$ cat config.mk
export PLATFORM = sky130hd
export DESIGN_NAME = ps2_keycode_rx
export DESIGN_NICKNAME = d
export VERILOG_FILES = /design/src/rtl/ps2_pkg.sv /design/src/rtl/ps2_filter.sv /design/src/rtl/ps2_keycode_rx.sv
export SDC_FILE = /design/constraint.sdc
export NUM_CORES = 1
export LEC_CHECK = 0
export ABC_AREA = 1
export CAP_MARGIN = 20
export CORE_MARGIN = 8
export CORE_UTILIZATION = 50
export DETAILED_ROUTE_END_ITERATION = 10
export PLACE_DENSITY = 0.71
export SLEW_MARGIN = 10
export SYNTH_ARGS = -nofsm -noshare
export SYNTH_HDL_FRONTEND = slang
export SYNTH_SLANG_ARGS = --single-unit
$ cat constraint.sdc
create_clock -name Clk -period 1.5 [get_ports Clk]
set_input_delay 0.3 -clock Clk [delete_from_list [all_inputs] [get_ports Clk]]
set_output_delay 0.3 -clock Clk [all_outputs]
set_load 0.005 [all_outputs]
$ cat src/rtl/ps2_pkg.sv
`default_nettype none
// ============================================================================
// Module      : ps2_pkg
// Description : Shared definitions for the PS/2 keycode receiver: frame FSM
//               state encoding, PS/2 scan-code set 2 constants, USB HID
//               usage codes and the scan-code to HID translation function.
// Ports       : none (package)
// Revision    : 1.0 - initial release
// ============================================================================
package ps2_pkg;

  // Frame receiver states
  typedef enum logic [1:0] {
    IDLE   = 2'd0,
    DATA   = 2'd1,
    PARITY = 2'd2,
    STOP   = 2'd3
  } ps2_state_t;

  // Scan-code set 2 prefixes
  localparam logic [7:0] c_SC_EXT   = 8'hE0;
  localparam logic [7:0] c_SC_BRK   = 8'hF0;

  // Scan-code set 2 key codes (LEFT/RIGHT only valid after the E0 prefix)
  localparam logic [7:0] c_SC_A     = 8'h1C;
  localparam logic [7:0] c_SC_D     = 8'h23;
  localparam logic [7:0] c_SC_W     = 8'h1D;
  localparam logic [7:0] c_SC_S     = 8'h1B;
  localparam logic [7:0] c_SC_SPACE = 8'h29;
  localparam logic [7:0] c_SC_ENTER = 8'h5A;
  localparam logic [7:0] c_SC_LEFT  = 8'h6B;
  localparam logic [7:0] c_SC_RIGHT = 8'h74;

  // USB HID usage codes
  localparam logic [7:0] c_HID_NONE  = 8'h00;
  localparam logic [7:0] c_HID_A     = 8'h04;
  localparam logic [7:0] c_HID_D     = 8'h07;
  localparam logic [7:0] c_HID_W     = 8'h1A;
  localparam logic [7:0] c_HID_S     = 8'h16;
  localparam logic [7:0] c_HID_SPACE = 8'h2C;
  localparam logic [7:0] c_HID_ENTER = 8'h28;
  localparam logic [7:0] c_HID_LEFT  = 8'h50;
  localparam logic [7:0] c_HID_RIGHT = 8'h4F;

  // Translate a scan code (with its extended-prefix state) to a HID code.
  // Returns c_HID_NONE for anything not in the table, including a plain key
  // code that arrived with the E0 prefix or an arrow code without it.
  function automatic logic [7:0] f_sc_to_hid(input logic i_ext, input logic [7:0] i_sc);
    logic [7:0] w_hid;
    w_hid = c_HID_NONE;
    if (i_ext) begin
      case (i_sc)
        c_SC_LEFT:  w_hid = c_HID_LEFT;
        c_SC_RIGHT: w_hid = c_HID_RIGHT;
        default:    w_hid = c_HID_NONE;
      endcase
    end else begin
      case (i_sc)
        c_SC_A:     w_hid = c_HID_A;
        c_SC_D:     w_hid = c_HID_D;
        c_SC_W:     w_hid = c_HID_W;
        c_SC_S:     w_hid = c_HID_S;
        c_SC_SPACE: w_hid = c_HID_SPACE;
        c_SC_ENTER: w_hid = c_HID_ENTER;
        default:    w_hid = c_HID_NONE;
      endcase
    end
    return w_hid;
  endfunction

endpackage
`default_nettype wire

$ cat src/rtl/ps2_filter.sv
`default_nettype none
// ============================================================================
// Module      : ps2_filter
// Description : Brings the asynchronous PS/2 clock and data lines into the
//               system clock domain, de-glitches the PS/2 clock and produces
//               a one-cycle pulse on each falling edge of the cleaned clock.
// Ports       : clk        - system clock
//               rst_n      - asynchronous active-low reset
//               i_ps2_clk  - raw PS/2 clock line
//               i_ps2_dat  - raw PS/2 data line
//               o_dat      - synchronized PS/2 data
//               o_fall     - one-cycle pulse per filtered PS/2 clock fall
// Revision    : 1.0 - initial release
// ============================================================================
module ps2_filter #(
  parameter int FILTER_LEN = 4
) (
  input  logic clk,
  input  logic rst_n,
  input  logic i_ps2_clk,
  input  logic i_ps2_dat,
  output logic o_dat,
  output logic o_fall
);

  localparam int c_CW = (FILTER_LEN > 1) ? $clog2(FILTER_LEN) : 1;
  localparam logic [c_CW-1:0] c_CNT_MAX = c_CW'(FILTER_LEN - 1);

  logic [1:0]      r_clk_sync;
  logic [1:0]      r_dat_sync;
  logic [c_CW-1:0] r_cnt;
  logic            r_clk_filt;
  logic            r_clk_filt_d;

  // Both lines idle high, so the synchronizers and the filtered clock reset
  // to 1; this keeps reset release from looking like a clock fall.
  always_ff @(posedge clk or negedge rst_n) begin
    if (!rst_n) begin
      r_clk_sync   <= 2'b11;
      r_dat_sync   <= 2'b11;
      r_cnt        <= '0;
      r_clk_filt   <= 1'b1;
      r_clk_filt_d <= 1'b1;
    end else begin
      r_clk_sync   <= {r_clk_sync[0], i_ps2_clk};
      r_dat_sync   <= {r_dat_sync[0], i_ps2_dat};
      r_clk_filt_d <= r_clk_filt;
      // r_cnt counts consecutive samples that disagree with the accepted
      // level; the new level is taken on the FILTER_LEN-th such sample.
      if (r_clk_sync[1] == r_clk_filt) begin
        r_cnt <= '0;
      end else if (r_cnt == c_CNT_MAX) begin
        r_clk_filt <= r_clk_sync[1];
        r_cnt      <= '0;
      end else begin
        r_cnt <= r_cnt + 1'b1;
      end
    end
  end

  assign o_dat  = r_dat_sync[1];
  assign o_fall = r_clk_filt_d & ~r_clk_filt;

endmodule
`default_nettype wire

$ cat src/rtl/ps2_keycode_rx.sv
`default_nettype none
// ============================================================================
// Module      : ps2_keycode_rx
// Description : PS/2 keyboard receiver. Deserializes 11-bit PS/2 frames,
//               checks odd parity and stop bit, tracks the E0/F0 prefixes
//               and reports the currently held mapped key as a USB HID code.
// Ports       : Clk       - system clock (rising edge)
//               Reset_n   - asynchronous active-low reset
//               PS2_CLK   - keyboard clock (asynchronous)
//               PS2_DAT   - keyboard data (asynchronous)
//               keycode   - HID code of the held mapped key, 0x00 = none
//               key_valid - one-cycle pulse per accepted make of a mapped key
//               frame_err - one-cycle pulse per discarded frame
// Revision    : 1.0 - initial release
// ============================================================================
module ps2_keycode_rx #(
  parameter int FILTER_LEN = 4,
  parameter int TIMEOUT    = 50000
) (
  input  logic       Clk,
  input  logic       Reset_n,
  input  logic       PS2_CLK,
  input  logic       PS2_DAT,
  output logic [7:0] keycode,
  output logic       key_valid,
  output logic       frame_err
);

  import ps2_pkg::*;

  localparam int c_TW = (TIMEOUT > 1) ? $clog2(TIMEOUT + 1) : 1;
  localparam logic [c_TW-1:0] c_TO_LAST = c_TW'(TIMEOUT - 1);

  // --------------------------------------------------------------------------
  // Line conditioning
  // --------------------------------------------------------------------------
  logic w_dat;
  logic w_fall;

  ps2_filter #(
    .FILTER_LEN (FILTER_LEN)
  ) u_filter (
    .clk       (Clk),
    .rst_n     (Reset_n),
    .i_ps2_clk (PS2_CLK),
    .i_ps2_dat (PS2_DAT),
    .o_dat     (w_dat),
    .o_fall    (w_fall)
  );

  // --------------------------------------------------------------------------
  // State and next-state signals
  // --------------------------------------------------------------------------
  ps2_state_t      r_state,     w_state_n;
  logic [2:0]      r_bit_cnt,   w_bit_cnt_n;
  logic [7:0]      r_shift,     w_shift_n;
  logic            r_par,       w_par_n;
  logic            r_ext,       w_ext_n;
  logic            r_brk,       w_brk_n;
  logic [c_TW-1:0] r_to_cnt,    w_to_cnt_n;
  logic [7:0]      r_keycode,   w_keycode_n;
  logic            r_key_valid, w_key_valid_n;
  logic            r_frame_err, w_frame_err_n;

  logic [7:0]      w_hid;
  logic            w_frame_ok;

  always_ff @(posedge Clk or negedge Reset_n) begin
    if (!Reset_n) begin
      r_state     <= IDLE;
      r_bit_cnt   <= 3'd0;
      r_shift     <= 8'h00;
      r_par       <= 1'b0;
      r_ext       <= 1'b0;
      r_brk       <= 1'b0;
      r_to_cnt    <= '0;
      r_keycode   <= c_HID_NONE;
      r_key_valid <= 1'b0;
      r_frame_err <= 1'b0;
    end else begin
      r_state     <= w_state_n;
      r_bit_cnt   <= w_bit_cnt_n;
      r_shift     <= w_shift_n;
      r_par       <= w_par_n;
      r_ext       <= w_ext_n;
      r_brk       <= w_brk_n;
      r_to_cnt    <= w_to_cnt_n;
      r_keycode   <= w_keycode_n;
      r_key_valid <= w_key_valid_n;
      r_frame_err <= w_frame_err_n;
    end
  end

  // --------------------------------------------------------------------------
  // Next-state and output logic
  // --------------------------------------------------------------------------
  always_comb begin
    w_state_n     = r_state;
    w_bit_cnt_n   = r_bit_cnt;
    w_shift_n     = r_shift;
    w_par_n       = r_par;
    w_ext_n       = r_ext;
    w_brk_n       = r_brk;
    w_to_cnt_n    = r_to_cnt;
    w_keycode_n   = r_keycode;
    w_key_valid_n = 1'b0;
    w_frame_err_n = 1'b0;

    w_hid      = f_sc_to_hid(r_ext, r_shift);
    // Odd parity: data plus parity bit has an odd number of ones.
    // Only meaningful in STOP, where w_dat is the stop bit.
    w_frame_ok = (^{r_shift, r_par}) & w_dat;

    if ((r_state != IDLE) && !w_fall) begin
      // Open frame waiting for its next bit: abort once the line has been
      // quiet for TIMEOUT cycles.
      if (r_to_cnt == c_TO_LAST) begin
        w_state_n     = IDLE;
        w_to_cnt_n    = '0;
        w_ext_n       = 1'b0;
        w_brk_n       = 1'b0;
        w_frame_err_n = 1'b1;
      end else begin
        w_to_cnt_n = r_to_cnt + 1'b1;
      end
    end else begin
      w_to_cnt_n = '0;
      if (w_fall) begin
        case (r_state)
          IDLE: begin
            // A high start bit is noise or a misaligned frame: ignore it.
            if (!w_dat) begin
              w_state_n   = DATA;
              w_bit_cnt_n = 3'd0;
              w_shift_n   = 8'h00;
            end
          end
          DATA: begin
            // LSB arrives first, so shift in from the top.
            w_shift_n   = {w_dat, r_shift[7:1]};
            w_bit_cnt_n = r_bit_cnt + 3'd1;
            if (r_bit_cnt == 3'd7) begin
              w_state_n = PARITY;
            end
          end
          PARITY: begin
            w_par_n   = w_dat;
            w_state_n = STOP;
          end
          STOP: begin
            w_state_n = IDLE;
            if (!w_frame_ok) begin
              w_frame_err_n = 1'b1;
              w_ext_n       = 1'b0;
              w_brk_n       = 1'b0;
            end else if (r_shift == c_SC_EXT) begin
              w_ext_n = 1'b1;
            end else if (r_shift == c_SC_BRK) begin
              w_brk_n = 1'b1;
            end else begin
              // Any completed key byte ends the prefix sequence.
              w_ext_n = 1'b0;
              w_brk_n = 1'b0;
              if (w_hid != c_HID_NONE) begin
                if (r_brk) begin
                  // Releasing a key other than the held one is ignored.
                  if (w_hid == r_keycode) begin
                    w_keycode_n = c_HID_NONE;
                  end
                end else begin
                  w_keycode_n   = w_hid;
                  w_key_valid_n = 1'b1;
                end
              end
            end
          end
          default: begin
            w_state_n = IDLE;
          end
        endcase
      end
    end
  end

  assign keycode   = r_keycode;
  assign key_valid = r_key_valid;
  assign frame_err = r_frame_err;

endmodule
`default_nettype wire

**Word level (Yosys, flattened, before mapping)**

Cells that the tools add are included.

- Register bits: 50
- Input bits: 4

- Add/subtract/negate cells: 3
- Equal/unequal tests: 25
- Muxes and demuxes: 45
- Bitwise operators: 7
- Reduce and logical (&&, ||, !) cells: 16

Operator list:

| kind | number |
|---|---|
| $pmux 6 s6 | 1 |
| $mux 16 | 2 |
| $mux 8 | 4 |
| $mux 1 | 26 |
| $eq 8x5->1 const B | 3 |
| $eq 8x7->1 const B | 3 |
| $add 16x1->16 const B | 1 |
| $eq 16x16->1 const B | 1 |
| $eq 8x6->1 const B | 2 |
| $eq 8x8->1 const B | 2 |
| $pmux 8 s2 | 1 |
| $reduce_and 4->1 | 4 |
| $mux 2 | 7 |
| $pmux 7 s2 | 1 |
| $ne 3x3->1 const B | 3 |
| $reduce_xor 9->1 | 1 |
| $eq 8x8->1 | 1 |
| $pmux 2 s4 | 1 |
| $reduce_and 8->1 | 1 |
| $reduce_bool 2->1 | 4 |
| $reduce_bool 8->1 | 1 |
| $eq 2x2->1 const B | 3 |
| $pmux 3 s2 | 1 |
| $not 1->1 | 5 |
| other kinds (15) | 17 |

**Depth between registers and ports, before layout**

Gate-level depths: netlist (run 1).

- Depth after elaboration: 11
- Gate-level depth with buffers: 15

**Cells and area by module**

From an unflattened synthesis (run 1), not the netlist that was laid out.

- Cell total of the unflattened synthesis: 366
- Area, all modules: 2721.4 um^2

By module, submodules not included:

| module | instances | cells each | area an instance (um^2) | seq. area each (um^2) |
|---|---|---|---|---|
| ps2_keycode_rx | 1 | 344 | 2448.6 | 1026.0 |
| ps2_filter | 1 | 22 | 272.8 | 207.7 |

**Worst setup path before layout (run 1)**

OpenSTA, ideal clock, no wires.

- Path type: register to register
- Start: register r_to_cnt[0]
- End: register r_to_cnt[12]
- Setup time: 123 ps
- Arrival time: 1558 ps
- Required time: 1377 ps
- Setup slack: -181 ps
- Stages on the path, launching flop included: 11
- Path buffers: 0
- Period minus slack after synthesis: 1681 ps
- Cells stage by stage: dfrtp_1 > ha_1 > nand3_2 > nor3_1 > nand2_1 > nor2_2 > nand2_1 > nor2_1 > nand2_1 > o21ai_0 > a21oi_1

- Longest elaborated chain between the ends: 3

Ends and longest elaborated chain:

| item | RTL line | text |
|---|---|---|
| start, declared | ps2_keycode_rx.sv:60 | `logic [c_TW-1:0] r_to_cnt, w_to_cnt_n;` |
| start signal, assigned | ps2_keycode_rx.sv:87 | `r_to_cnt <= w_to_cnt_n;` |
| $add 16x1->16 / $eq 16x16->1 (equally long branches) | ps2_keycode_rx.sv:124, ps2_keycode_rx.sv:117 |  |
| $mux 16 (*) | ps2_keycode_rx.sv:117 | `if (r_to_cnt == c_TO_LAST) begin` |
| $mux 16 (*) | ps2_keycode_rx.sv:114 | `if ((r_state != IDLE) && !w_fall) begin` |
| named net w_to_cnt_n[12] | ps2_keycode_rx.sv:60 |  |

Mark *: on every way through the listed nets, which the timed path passes. The rest lies on a longest branch.
A chain may end at the register's enable or synchronous reset.

**Worst setup path in the final report (run 1)**

- Start: register r_shift[3]
- End: register r_keycode[2], in the netlist keycode[2]

- Longest elaborated chain between the ends: 6

Ends and longest elaborated chain:

| item | RTL line | text |
|---|---|---|
| start, declared | ps2_keycode_rx.sv:56 | `logic [7:0] r_shift, w_shift_n;` |
| start signal, assigned | ps2_keycode_rx.sv:83 | `r_shift <= w_shift_n;` |
| $eq 8x7->1 (tied with other cells) | ps2_pkg.sv:58 | `case (i_sc)` |
| $pmux 6 s6 / $pmux 7 s2 (equally long branches) | ps2_pkg.sv:58, ps2_pkg.sv:52 |  |
| $mux 8 | ps2_pkg.sv:51 | `if (i_ext) begin` |
| $eq 8x8->1 | ps2_keycode_rx.sv:167 | `if (w_hid == r_keycode) begin` |
| $ne 2x1->1 (no source line) | -- |  |
| $reduce_and 8->1 (no source line) | -- |  |
| end signal, assigned | ps2_keycode_rx.sv:77 | `r_keycode <= c_HID_NONE;` |
| end signal, assigned | ps2_keycode_rx.sv:88 | `r_keycode <= w_keycode_n;` |
| end, declared | ps2_keycode_rx.sv:61 | `logic [7:0] r_keycode, w_keycode_n;` |

Parallel ways exist; a longest one is shown, timed or not.

==> impl_results.html, run 1 <==
<table>
<tr><th>Metric</th><th>Value</th></tr>
<tr><th colspan="2">Setup path</th></tr>
<tr><td>Element type at the critical path start</td><td>flip-flop</td></tr>
<tr><td>Setup slack of the worst register-to-register path</td><td>-0.37 ns</td></tr>
<tr><td>R2r startpoint</td><td>r_shift[3]$_DFFE_PN0P_</td></tr>
<tr><td>Crit-path max FO</td><td>7</td></tr>
<tr><td>Reg2reg path depth</td><td>11</td></tr>
<tr><td>Worst EP arrival</td><td>2.07 ns</td></tr>
<tr><td>Type of destination of the critical path</td><td>flip-flop</td></tr>
<tr><td>End of the worst register-to-register path</td><td>keycode[2]$_DFFE_PN0P_</td></tr>
<tr><td>Kind of critical path</td><td>flip-flop to flip-flop</td></tr>
<tr><td>Required time of the critical path</td><td>1.70 ns</td></tr>
<tr><th colspan="2">Detailed routing</th></tr>
<tr><td>Routed wire length</td><td>8170 um</td></tr>
<tr><td>DRC violation total after the first TritonRoute iteration</td><td>97</td></tr>
<tr><td>Number of vias per cell after detailed routing</td><td>5.19</td></tr>
<tr><td>Total vias in the final route</td><td>3009</td></tr>
<tr><td>Number of DRC violations after detailed routing</td><td>0</td></tr>
<tr><td>Post-DRT Antenna Nets</td><td>0</td></tr>
<tr><td>First drt pass iteration count</td><td>4</td></tr>
<tr><td>Routed length per placed instance</td><td>14.1 um</td></tr>
<tr><th colspan="2">Synth</th></tr>
<tr><td>Number of synthesis warnings</td><td>0</td></tr>
<tr><td>Instance count of the mapped netlist</td><td>374</td></tr>
<tr><td>Synthesized area divided by synthesized cell count</td><td>7.75 um^2</td></tr>
<tr><td>Mapped Area</td><td>2900 um^2</td></tr>
<tr><td>Register area share after synthesis</td><td>42.5%</td></tr>
<tr><td>Post-synthesis net count</td><td>386</td></tr>
<tr><td>Synthesized flop and latch total</td><td>49</td></tr>
<tr><td>Netlist cell types</td><td>35</td></tr>
<tr><th colspan="2">Floorplan</th></tr>
<tr><td>Starting utilization of the core area</td><td>52.3%</td></tr>
<tr><td>Core outline area</td><td>5540 um^2</td></tr>
<tr><td>I/O pin count</td><td>14</td></tr>
<tr><td>Full die area</td><td>8490 um^2</td></tr>
<tr><td>Std cell rows</td><td>27</td></tr>
<tr><td>Chip Width</td><td>92.2 um</td></tr>
<tr><td>DIE HEIGHT</td><td>92.2 um</td></tr>
<tr><th colspan="2">Power and ir drop</th></tr>
<tr><td>Maximum resistive drop on vdd</td><td>1090 uV</td></tr>
<tr><td>Leakage power</td><td>2.29 nW</td></tr>
<tr><td>Total Power Consumption</td><td>5.07 mW</td></tr>
<tr><td>Power per standard cell area</td><td>1110 nW/um^2</td></tr>
<tr><th colspan="2">Min path</th></tr>
<tr><td>Worst hold stages</td><td>0</td></tr>
<tr><td>Endpoint of the worst hold path</td><td>u_filter.r_clk_sync[1]$_DFF_PN1_</td></tr>
<tr><td>Type of the tightest min-delay check</td><td>flip-flop to flip-flop</td></tr>
<tr><td>Hold path startpoint</td><td>u_filter.r_clk_sync[0]$_DFF_PN1_</td></tr>
<tr><th colspan="2">Placed design</th></tr>
<tr><td>Number of placed instances with taps included</td><td>531</td></tr>
<tr><td>Pre-CTS WS</td><td>-0.457 ns</td></tr>
<tr><td>Placed Area</td><td>3720 um^2</td></tr>
<tr><td>Input/output buffers</td><td>12</td></tr>
<tr><td>Post-detailed-placement half-perimeter wirelength</td><td>4980 um</td></tr>
<tr><td>Global placer's final weighted congestion</td><td>0.928</td></tr>
<tr><th colspan="2">STA</th></tr>
<tr><td>Final number of hold-violating endpoints</td><td>0</td></tr>
<tr><td>Final setup vio count</td><td>28</td></tr>
<tr><td>Count of pins over their slew limit</td><td>0</td></tr>
<tr><td>Smallest hold slack</td><td>0.360 ns</td></tr>
<tr><td>Maximum clock skew at final layout</td><td>0.0102 ns</td></tr>
<tr><td>Total Negative Setup Slacks</td><td>-4.75 ns</td></tr>
<tr><td>Final period util</td><td>125%</td></tr>
<tr><td>Maximum clock rate</td><td>534 MHz</td></tr>
<tr><td>Fin worst setup slack</td><td>-0.373 ns</td></tr>
<tr><td>Period minus WS final</td><td>1.87 ns</td></tr>
<tr><td>Setup repair after global routing missed its margin</td><td>yes</td></tr>
<tr><th colspan="2">Clocking</th></tr>
<tr><td>Clk buf depth</td><td>2</td></tr>
<tr><td>Clock latency on the worst-skew pair</td><td>0.31 ns</td></tr>
<tr><td>H-Tree Level Count</td><td>2</td></tr>
<tr><td>Clock buffers created by TritonCTS</td><td>5</td></tr>
<tr><td>Buffer type at the clock tree root</td><td>sky130_fd_sc_hd__clkbuf_8</td></tr>
<tr><td>Clock sink count</td><td>49</td></tr>
<tr><td>Clock transition time at the flip-flop clock pins of the worst setup and hold paths</td><td>0.10 ns</td></tr>
<tr><td>CTS tree</td><td>built</td></tr>
<tr><th colspan="2">Cells and area</th></tr>
<tr><td>Post-layout util</td><td>82.3%</td></tr>
<tr><td>Total number of nets in the final design</td><td>519</td></tr>
<tr><td>Synthesis-to-finish area growth</td><td>57.3%</td></tr>
<tr><td>Number of diodes</td><td>0</td></tr>
<tr><td>Cell Count, Final, Fillers Out</td><td>580</td></tr>
<tr><td>Final instance area</td><td>4560 um^2</td></tr>
<tr><td>Share of final-layout standard cells stronger than drive strength 1</td><td>55.3%</td></tr>
<tr><th colspan="2">GRT</th></tr>
<tr><td>Vias in the first global route</td><td>2981</td></tr>
<tr><td>Number of antenna violations at the first check in global routing</td><td>0</td></tr>
<tr><td>Pin count of the biggest net entering global routing</td><td>24</td></tr>
<tr><td>Global-route wire length before repair</td><td>13300 um</td></tr>
<tr><td>Global routing usage summed across all routing layers</td><td>18.8%</td></tr>
<tr><td>Overall overflow remaining after global route</td><td>0</td></tr>
<tr><th colspan="2">Job</th></tr>
<tr><td>Reported max-cap violation count</td><td>0</td></tr>
<tr><th colspan="2">Outcome</th></tr>
<tr><td>Run status</td><td>finished, violations left</td></tr>
<tr><td>Failing checks</td><td>negative setup slack</td></tr>
</table>
worst max-delay path by stage:
stage	start	to	slack, ns
3_5_place_dp	r_shift[2]$_DFFE_PN0P_	keycode[2]$_DFFE_PN0P_	-0.46
2_1_floorplan	r_shift[4]$_DFFE_PN0P_	keycode[1]$_DFFE_PN0P_	-0.15
4_1_cts	r_shift[5]$_DFFE_PN0P_	keycode[2]$_DFFE_PN0P_	-0.31
3_3_place_gp	r_shift[3]$_DFFE_PN0P_	keycode[1]$_DFFE_PN0P_	-0.39
6_report	r_shift[3]$_DFFE_PN0P_	keycode[2]$_DFFE_PN0P_	-0.37
5_1_grt	r_shift[0]$_DFFE_PN0P_	keycode[2]$_DFFE_PN0P_	-0.48
critical path, stage by stage, from the launching register on:
cell	delay [ns]
sky130_fd_sc_hd__dfrtp_2	0.51
sky130_fd_sc_hd__buf_6	0.16
sky130_fd_sc_hd__xor2_1	0.15
sky130_fd_sc_hd__nand2_1	0.11
sky130_fd_sc_hd__nand2_2	0.11
sky130_fd_sc_hd__inv_2	0.04
sky130_fd_sc_hd__nand2_2	0.06
sky130_fd_sc_hd__nand4_1	0.12
sky130_fd_sc_hd__nor2_4	0.19
sky130_fd_sc_hd__nand3_4	0.15
sky130_fd_sc_hd__nand3_2	0.10
sky130_fd_sc_hd__nand2_1	0.06
area by class of cell:
cell class / count / area (um^2)
clock buffer: 5 / 68.8
clock inverter: 3 / 46.3
fill: 325 / 978
inverter: 47 / 191
multi-input combinational: 273 / 1850
sequential: 49 / 1240
tap: 72 / 90.1
timing repair buffer: 130 / 1070
timing repair inverter: 1 / 7.51
layout by cell type, fill, tap and decap left out, types with 5 or more instances in the layout:
cell type and count:
sky130_fd_sc_hd__buf_6 8, sky130_fd_sc_hd__dfrtp_2 6, sky130_fd_sc_hd__nor3_1 5, sky130_fd_sc_hd__inv_2 16, sky130_fd_sc_hd__nand2_1 65, sky130_fd_sc_hd__dfstp_2 6
sky130_fd_sc_hd__ha_1 6, sky130_fd_sc_hd__nor2_2 21, sky130_fd_sc_hd__nand3_1 21, sky130_fd_sc_hd__inv_4 6, sky130_fd_sc_hd__clkdlybuf4s50_1 6, sky130_fd_sc_hd__a21oi_1 7
sky130_fd_sc_hd__nand2_4 11, sky130_fd_sc_hd__nor2_4 15, sky130_fd_sc_hd__nand4_1 5, sky130_fd_sc_hd__dfrtp_1 37, sky130_fd_sc_hd__nand3_2 9, sky130_fd_sc_hd__clkbuf_8 5
sky130_fd_sc_hd__inv_1 25, sky130_fd_sc_hd__o22ai_1 7, sky130_fd_sc_hd__nor2_1 18, sky130_fd_sc_hd__buf_4 107, sky130_fd_sc_hd__nand2_2 40
repair_timing:
item	in CTS	in global routing
hold buffers	1	0
endpoints found under the setup margin	38	43
endpoints found under the hold margin	14	0
setup buffers	32	10
cloned	1	0
pin swaps	22	32
resized for setup	69	67
cells in the mapped netlist:
library cell	n	area [um^2]
sky130_fd_sc_hd__a211oi_1	2	15.0
sky130_fd_sc_hd__a21oi_1	8	40.0
sky130_fd_sc_hd__a22oi_2	1	12.5
sky130_fd_sc_hd__and2_1	1	6.26
sky130_fd_sc_hd__buf_4	2	15.0
sky130_fd_sc_hd__buf_6	2	22.5
sky130_fd_sc_hd__clkbuf_1	1	3.75
sky130_fd_sc_hd__conb_1	1	3.75
sky130_fd_sc_hd__dfrtp_1	43	1080
sky130_fd_sc_hd__dfstp_2	6	158
sky130_fd_sc_hd__ha_1	8	100
sky130_fd_sc_hd__inv_1	33	124
sky130_fd_sc_hd__inv_2	13	48.8
sky130_fd_sc_hd__inv_4	1	6.26
sky130_fd_sc_hd__mux2i_1	1	10.0
sky130_fd_sc_hd__nand2_1	105	394
sky130_fd_sc_hd__nand2_2	9	56.3
sky130_fd_sc_hd__nand2_4	2	22.5
sky130_fd_sc_hd__nand3_1	30	150
sky130_fd_sc_hd__nand3_2	2	20.0
sky130_fd_sc_hd__nand3_4	2	35.0
sky130_fd_sc_hd__nand3b_1	4	30.0
sky130_fd_sc_hd__nand3b_4	1	20.0
sky130_fd_sc_hd__nand4_1	5	31.3
sky130_fd_sc_hd__nand4_2	1	12.5
sky130_fd_sc_hd__nor2_1	42	158
sky130_fd_sc_hd__nor2_2	8	50.1
sky130_fd_sc_hd__nor2_4	4	45.0
sky130_fd_sc_hd__nor3_1	9	45.0
sky130_fd_sc_hd__nor4_2	1	12.5
sky130_fd_sc_hd__o21a_1	1	7.51
sky130_fd_sc_hd__o21ai_0	8	40.0
sky130_fd_sc_hd__o22ai_1	8	50.1
sky130_fd_sc_hd__xnor2_1	4	35.0
sky130_fd_sc_hd__xor2_1	5	43.8
state kept, by name, indices dropped and copies added, names as in the netlist, 2 cells and up:
name / cells
u_filter.r_dat_sync: 2
r_bit_cnt: 3
u_filter.r_cnt: 2
r_shift: 8
r_state: 2
r_to_cnt: 16
u_filter.r_clk_sync: 2
keycode: 7
metal layers:
| layer | GRT usage [%] | vias to the layer above | part of all wire, % |
|---|---|---|---|
| met2 | 33.6 | 58 | 53 |
| met5 | 0 | - | 0 |
| met1 | 21.5 | 1467 | 40 |
| met3 | 3.50 | 26 | 3.2 |
| met4 | 8.05 | 0 | 3.3 |
| li1 | - | 1458 | - |
where the power goes:
group / switching, mW / internal (mW)
combinational: 1.34 / 1.11
clock: 0.469 / 0.499
sequential: 0.146 / 1.51
kinds of logic (layout without fill, tap and decap cells):
group / after synthesis / count (layout) / share of synthesized area (%)
AO/OA/AOI/OAI: 28 / 28 / 5.69
XOR/XNOR: 9 / 9 / 2.72
adder cells (fa/ha/maj): 8 / 8 / 3.45
buffers and inverters: 52 / 186 / 7.59
flip-flops: 49 / 49 / 42.5
multiplexers: 1 / 1 / 0.345
other: 1 / 1 / 0.129
AND/OR/NAND/NOR: 226 / 226 / 37.5
Note: power is estimated with default switching activity, not from simulation.
==> run 2: changes to the inputs <==
--- a/config.mk
+++ b/config.mk
@@ -10,8 +10,10 @@
 export CORE_MARGIN = 8
 export CORE_UTILIZATION = 50
 export DETAILED_ROUTE_END_ITERATION = 10
+export DONT_BUFFER_PORTS = 1
 export PLACE_DENSITY = 0.71
 export SLEW_MARGIN = 10
 export SYNTH_ARGS = -nofsm -noshare
 export SYNTH_HDL_FRONTEND = slang
 export SYNTH_SLANG_ARGS = --single-unit
+export TNS_END_PERCENT = 50
==> run 2 against run 1 <==
Compared with the run above: the flow still finishes with violations (negative setup slack); first-iteration DRC count grew 86%; sequential power is essentially flat; hold slack gained 0.0023 ns; via count grew 2.1%; flip-flop and latch count is the same; count of clock-buffer cells in the layout is the same; clock power shrank 7.0%; routed wire length grew 16%; largest power group unchanged.
==> impl_results.html, run 2 (synthesis results as in run 1) <==
<table>
<tr><th>Metric</th><th>Value</th></tr>
<tr><th colspan="2">Placed design</th></tr>
<tr><td>Post-detailed-placement half-perimeter wirelength</td><td>5000 um (was 4980 um)</td></tr>
<tr><td>Global placer's final weighted congestion</td><td>0.845 (was 0.928)</td></tr>
<tr><td>Placed Area</td><td>3580 um^2 (was 3720 um^2)</td></tr>
<tr><td>Input/output buffers</td><td>0 (was 12)</td></tr>
<tr><td>Number of placed instances with taps included</td><td>517 (was 531)</td></tr>
<tr><th colspan="2">GRT</th></tr>
<tr><td>Global routing usage summed across all routing layers</td><td>18.8% (about the same)</td></tr>
<tr><td>Global-route wire length before repair</td><td>13200 um (was 13300 um)</td></tr>
<tr><td>Overall overflow remaining after global route</td><td>0 (unchanged)</td></tr>
<tr><td>Number of antenna violations at the first check in global routing</td><td>0 (unchanged)</td></tr>
<tr><td>Pin count of the biggest net entering global routing</td><td>50 (was 24)</td></tr>
<tr><td>Vias in the first global route</td><td>2929 (was 2981)</td></tr>
<tr><th colspan="2">Clocking</th></tr>
<tr><td>Buffer type at the clock tree root</td><td>sky130_fd_sc_hd__clkbuf_8 (unchanged)</td></tr>
<tr><td>H-Tree Level Count</td><td>2 (unchanged)</td></tr>
<tr><td>Clock buffers created by TritonCTS</td><td>5 (unchanged)</td></tr>
<tr><td>Clock transition time at the flip-flop clock pins of the worst setup and hold paths</td><td>0.11 ns (was 0.10 ns)</td></tr>
<tr><td>Clock latency on the worst-skew pair</td><td>0.33 ns (was 0.31 ns)</td></tr>
<tr><td>Clock sink count</td><td>49 (unchanged)</td></tr>
<tr><td>Clk buf depth</td><td>2 (unchanged)</td></tr>
<tr><td>CTS tree</td><td>built (unchanged)</td></tr>
<tr><th colspan="2">STA</th></tr>
<tr><td>Setup repair after global routing missed its margin</td><td>yes (unchanged)</td></tr>
<tr><td>Final number of hold-violating endpoints</td><td>0 (unchanged)</td></tr>
<tr><td>Final period util</td><td>134% (was 125%)</td></tr>
<tr><td>Final setup vio count</td><td>29 (was 28)</td></tr>
<tr><td>Fin worst setup slack</td><td>-0.512 ns (was -0.373 ns)</td></tr>
<tr><td>Total Negative Setup Slacks</td><td>-6.80 ns (was -4.75 ns)</td></tr>
<tr><td>Period minus WS final</td><td>2.01 ns (was 1.87 ns)</td></tr>
<tr><td>Count of pins over their slew limit</td><td>0 (unchanged)</td></tr>
<tr><td>Maximum clock skew at final layout</td><td>0.0126 ns (was 0.0102 ns)</td></tr>
<tr><td>Maximum clock rate</td><td>497 MHz (was 534 MHz)</td></tr>
<tr><th colspan="2">Cells and area</th></tr>
<tr><td>Commonest cells after routing, fill and taps aside</td><td>sky130_fd_sc_hd__buf_4, sky130_fd_sc_hd__nand2_1, sky130_fd_sc_hd__dfrtp_1, sky130_fd_sc_hd__nand2_2, sky130_fd_sc_hd__inv_1 (was sky130_fd_sc_hd__buf_4, sky130_fd_sc_hd__nand2_1, sky130_fd_sc_hd__nand2_2, sky130_fd_sc_hd__dfrtp_1, sky130_fd_sc_hd__inv_1)</td></tr>
<tr><td>Register with the highest flop count</td><td>r_to_cnt (unchanged)</td></tr>
<tr><td>Most frequent standard cell in the layout excluding fill and tap cells</td><td>sky130_fd_sc_hd__buf_4 (unchanged)</td></tr>
<tr><td>Synthesis-to-finish area growth</td><td>51.5% (was 57.3%)</td></tr>
<tr><td>Final instance area</td><td>4390 um^2 (was 4560 um^2)</td></tr>
<tr><td>Number of diodes</td><td>0 (unchanged)</td></tr>
<tr><td>Post-layout util</td><td>79.3% (was 82.3%)</td></tr>
<tr><td>Largest register FFs</td><td>16 (unchanged)</td></tr>
<tr><td>Total number of nets in the final design</td><td>502 (was 519)</td></tr>
<tr><td>Cell Count, Final, Fillers Out</td><td>563 (was 580)</td></tr>
<tr><td>Share of final-layout standard cells stronger than drive strength 1</td><td>52.3% (was 55.3%)</td></tr>
<tr><th colspan="2">Power and ir drop</th></tr>
<tr><td>Leakage power</td><td>2.17 nW (was 2.29 nW)</td></tr>
<tr><td>Maximum resistive drop on vdd</td><td>1350 uV (was 1090 uV)</td></tr>
<tr><td>Power per standard cell area</td><td>1190 nW/um^2 (was 1110 nW/um^2)</td></tr>
<tr><td>Total Power Consumption</td><td>5.21 mW (was 5.07 mW)</td></tr>
<tr><th colspan="2">Setup path</th></tr>
<tr><td>Kind of critical path</td><td>flip-flop to flip-flop (unchanged)</td></tr>
<tr><td>R2r startpoint</td><td>r_shift[4]$_DFFE_PN0P_ (was r_shift[3]$_DFFE_PN0P_)</td></tr>
<tr><td>Required time of the critical path</td><td>1.73 ns (was 1.70 ns)</td></tr>
<tr><td>Worst EP arrival</td><td>2.24 ns (was 2.07 ns)</td></tr>
<tr><td>End of the worst register-to-register path</td><td>keycode[5]$_DFFE_PN0P_ (was keycode[2]$_DFFE_PN0P_)</td></tr>
<tr><td>Reg2reg path depth</td><td>10 (was 11)</td></tr>
<tr><td>Setup slack of the worst register-to-register path</td><td>-0.51 ns (was -0.37 ns)</td></tr>
<tr><td>Crit-path max FO</td><td>7 (unchanged)</td></tr>
<tr><td>Type of destination of the critical path</td><td>flip-flop (unchanged)</td></tr>
<tr><td>Origin of the worst setup path</td><td>r_shift[4]$_DFFE_PN0P_ (was r_shift[3]$_DFFE_PN0P_)</td></tr>
<tr><td>Element type at the critical path start</td><td>flip-flop (unchanged)</td></tr>
<tr><th colspan="2">Floorplan</th></tr>
<tr><td>Core outline area</td><td>5540 um^2 (unchanged)</td></tr>
<tr><td>Starting utilization of the core area</td><td>52.3% (unchanged)</td></tr>
<tr><td>Chip Width</td><td>92.2 um (unchanged)</td></tr>
<tr><td>DIE HEIGHT</td><td>92.2 um (unchanged)</td></tr>
<tr><td>Full die area</td><td>8490 um^2 (unchanged)</td></tr>
<tr><td>Std cell rows</td><td>27 (unchanged)</td></tr>
<tr><td>I/O pin count</td><td>14 (unchanged)</td></tr>
<tr><th colspan="2">Min path</th></tr>
<tr><td>Hold path startpoint</td><td>u_filter.r_clk_sync[0]$_DFF_PN1_ (unchanged)</td></tr>
<tr><td>Worst hold stages</td><td>0 (unchanged)</td></tr>
<tr><td>Endpoint of the worst hold path</td><td>u_filter.r_clk_sync[1]$_DFF_PN1_ (unchanged)</td></tr>
<tr><td>Type of the tightest min-delay check</td><td>flip-flop to flip-flop (unchanged)</td></tr>
<tr><th colspan="2">Detailed routing</th></tr>
<tr><td>Routed length on met1</td><td>3720 um (was 3280 um)</td></tr>
<tr><td>Met3 wire length</td><td>510 um (was 263 um)</td></tr>
<tr><td>Post-DRT Antenna Nets</td><td>0 (unchanged)</td></tr>
<tr><td>Highest routed layer</td><td>met4 (unchanged)</td></tr>
<tr><td>Routed wl met2</td><td>4830 um (was 4350 um)</td></tr>
<tr><td>Routed length per placed instance</td><td>16.8 um (was 14.1 um)</td></tr>
<tr><td>Number of DRC violations after detailed routing</td><td>0 (unchanged)</td></tr>
<tr><td>Number of vias per cell after detailed routing</td><td>5.45 (was 5.19)</td></tr>
<tr><td>First drt pass iteration count</td><td>5 (was 4)</td></tr>
<tr><td>DRC violation total after the first TritonRoute iteration</td><td>180 (was 97)</td></tr>
<tr><td>Routed wire length</td><td>9460 um (was 8170 um)</td></tr>
<tr><td>Total vias in the final route</td><td>3071 (was 3009)</td></tr>
<tr><th colspan="2">Job</th></tr>
<tr><td>Reported max-cap violation count</td><td>0 (unchanged)</td></tr>
<tr><th colspan="2">Outcome</th></tr>
<tr><td>Run status</td><td>finished, violations left (unchanged)</td></tr>
<tr><td>Failing checks</td><td>negative setup slack (unchanged)</td></tr>
</table>
## run 2: changes by cell type in the layout (fill, tap and decap cells not counted), moves of 4 or more
cell / previous run / this run
sky130_fd_sc_hd__nand2_2: 40 / 27
sky130_fd_sc_hd__buf_4: 107 / 95
sky130_fd_sc_hd__nand2_1: 65 / 76
sky130_fd_sc_hd__clkdlybuf4s50_1: 6 / 0
sky130_fd_sc_hd__buf_6: 8 / 13
sky130_fd_sc_hd__nor2_1: 18 / 23
sky130_fd_sc_hd__dlymetal6s2s_1: 4 / 0
sky130_fd_sc_hd__nor2_2: 21 / 17
## run 2: worst max-delay path by stage
stage                             end  slack, ns  cells after the start
6_report       keycode[5]$_DFFE_PN0P_      -0.51                     10
2_1_floorplan  keycode[1]$_DFFE_PN0P_      -0.15                     15
3_5_place_dp   keycode[4]$_DFFE_PN0P_      -0.39                     13
3_3_place_gp   keycode[6]$_DFFE_PN0P_      -0.31                     13
4_1_cts        keycode[5]$_DFFE_PN0P_      -0.30                     14
5_1_grt        keycode[5]$_DFFE_PN0P_      -0.69                     13
## run 2: area by class of cell
| cell class | count | area, um^2 |
|---|---|---|
| timing repair inverter | 1 | 7.51 |
| clock buffer | 5 | 68.8 |
| sequential | 49 | 1240 |
| tap | 72 | 90.1 |
| timing repair buffer | 113 | 937 |
| multi-input combinational | 273 | 1830 |
| fill | 335 | 1150 |
| clock inverter | 3 | 28.8 |
| inverter | 47 | 189 |
## run 2: metrics by stage
stage | worst slack [ns] | hold slack, ns
2_1_floorplan | -0.146 | 0.00441
4_1_cts | -0.296 | 0.364
5_1_grt | -0.695 | 0.366
3_5_place_dp | -0.386 | 0.00624
6_report | -0.512 | 0.362
3_3_place_gp | -0.315 | 0.00610
## run 2: worst max-delay path: stages (launching register included)
cell	delay (ns)
sky130_fd_sc_hd__dfrtp_2	0.51
sky130_fd_sc_hd__xor2_1	0.34
sky130_fd_sc_hd__nand2_1	0.13
sky130_fd_sc_hd__nand2_2	0.13
sky130_fd_sc_hd__inv_2	0.04
sky130_fd_sc_hd__nand2_2	0.08
sky130_fd_sc_hd__nand4_1	0.17
sky130_fd_sc_hd__nor2_4	0.21
sky130_fd_sc_hd__nand3_4	0.14
sky130_fd_sc_hd__nand3_1	0.10
sky130_fd_sc_hd__nand2_1	0.06
## run 2: repair_timing
action,in CTS,in global routing
setup endpoints to repair,36,39
hold buffers,4,0
endpoints found under the hold margin,51,0
pin swaps,19,26
resized for setup,56,68
setup buffers,25,10
cloned,1,0
## run 2: power by group
group	switching (mW)	internal (mW)	leakage, nW
clock	0.549	0.351	0.0506
combinational	1.42	1.23	1.47
sequential	0.159	1.51	0.644
total	2.12	3.09	2.17
## run 2: per-layer routing
layer	vias to the layer above	track usage, %
met1	1473	22.0
met5	-	0
li1	1422	-
met4	0	6.85
met3	51	4.16
met2	125	33.0
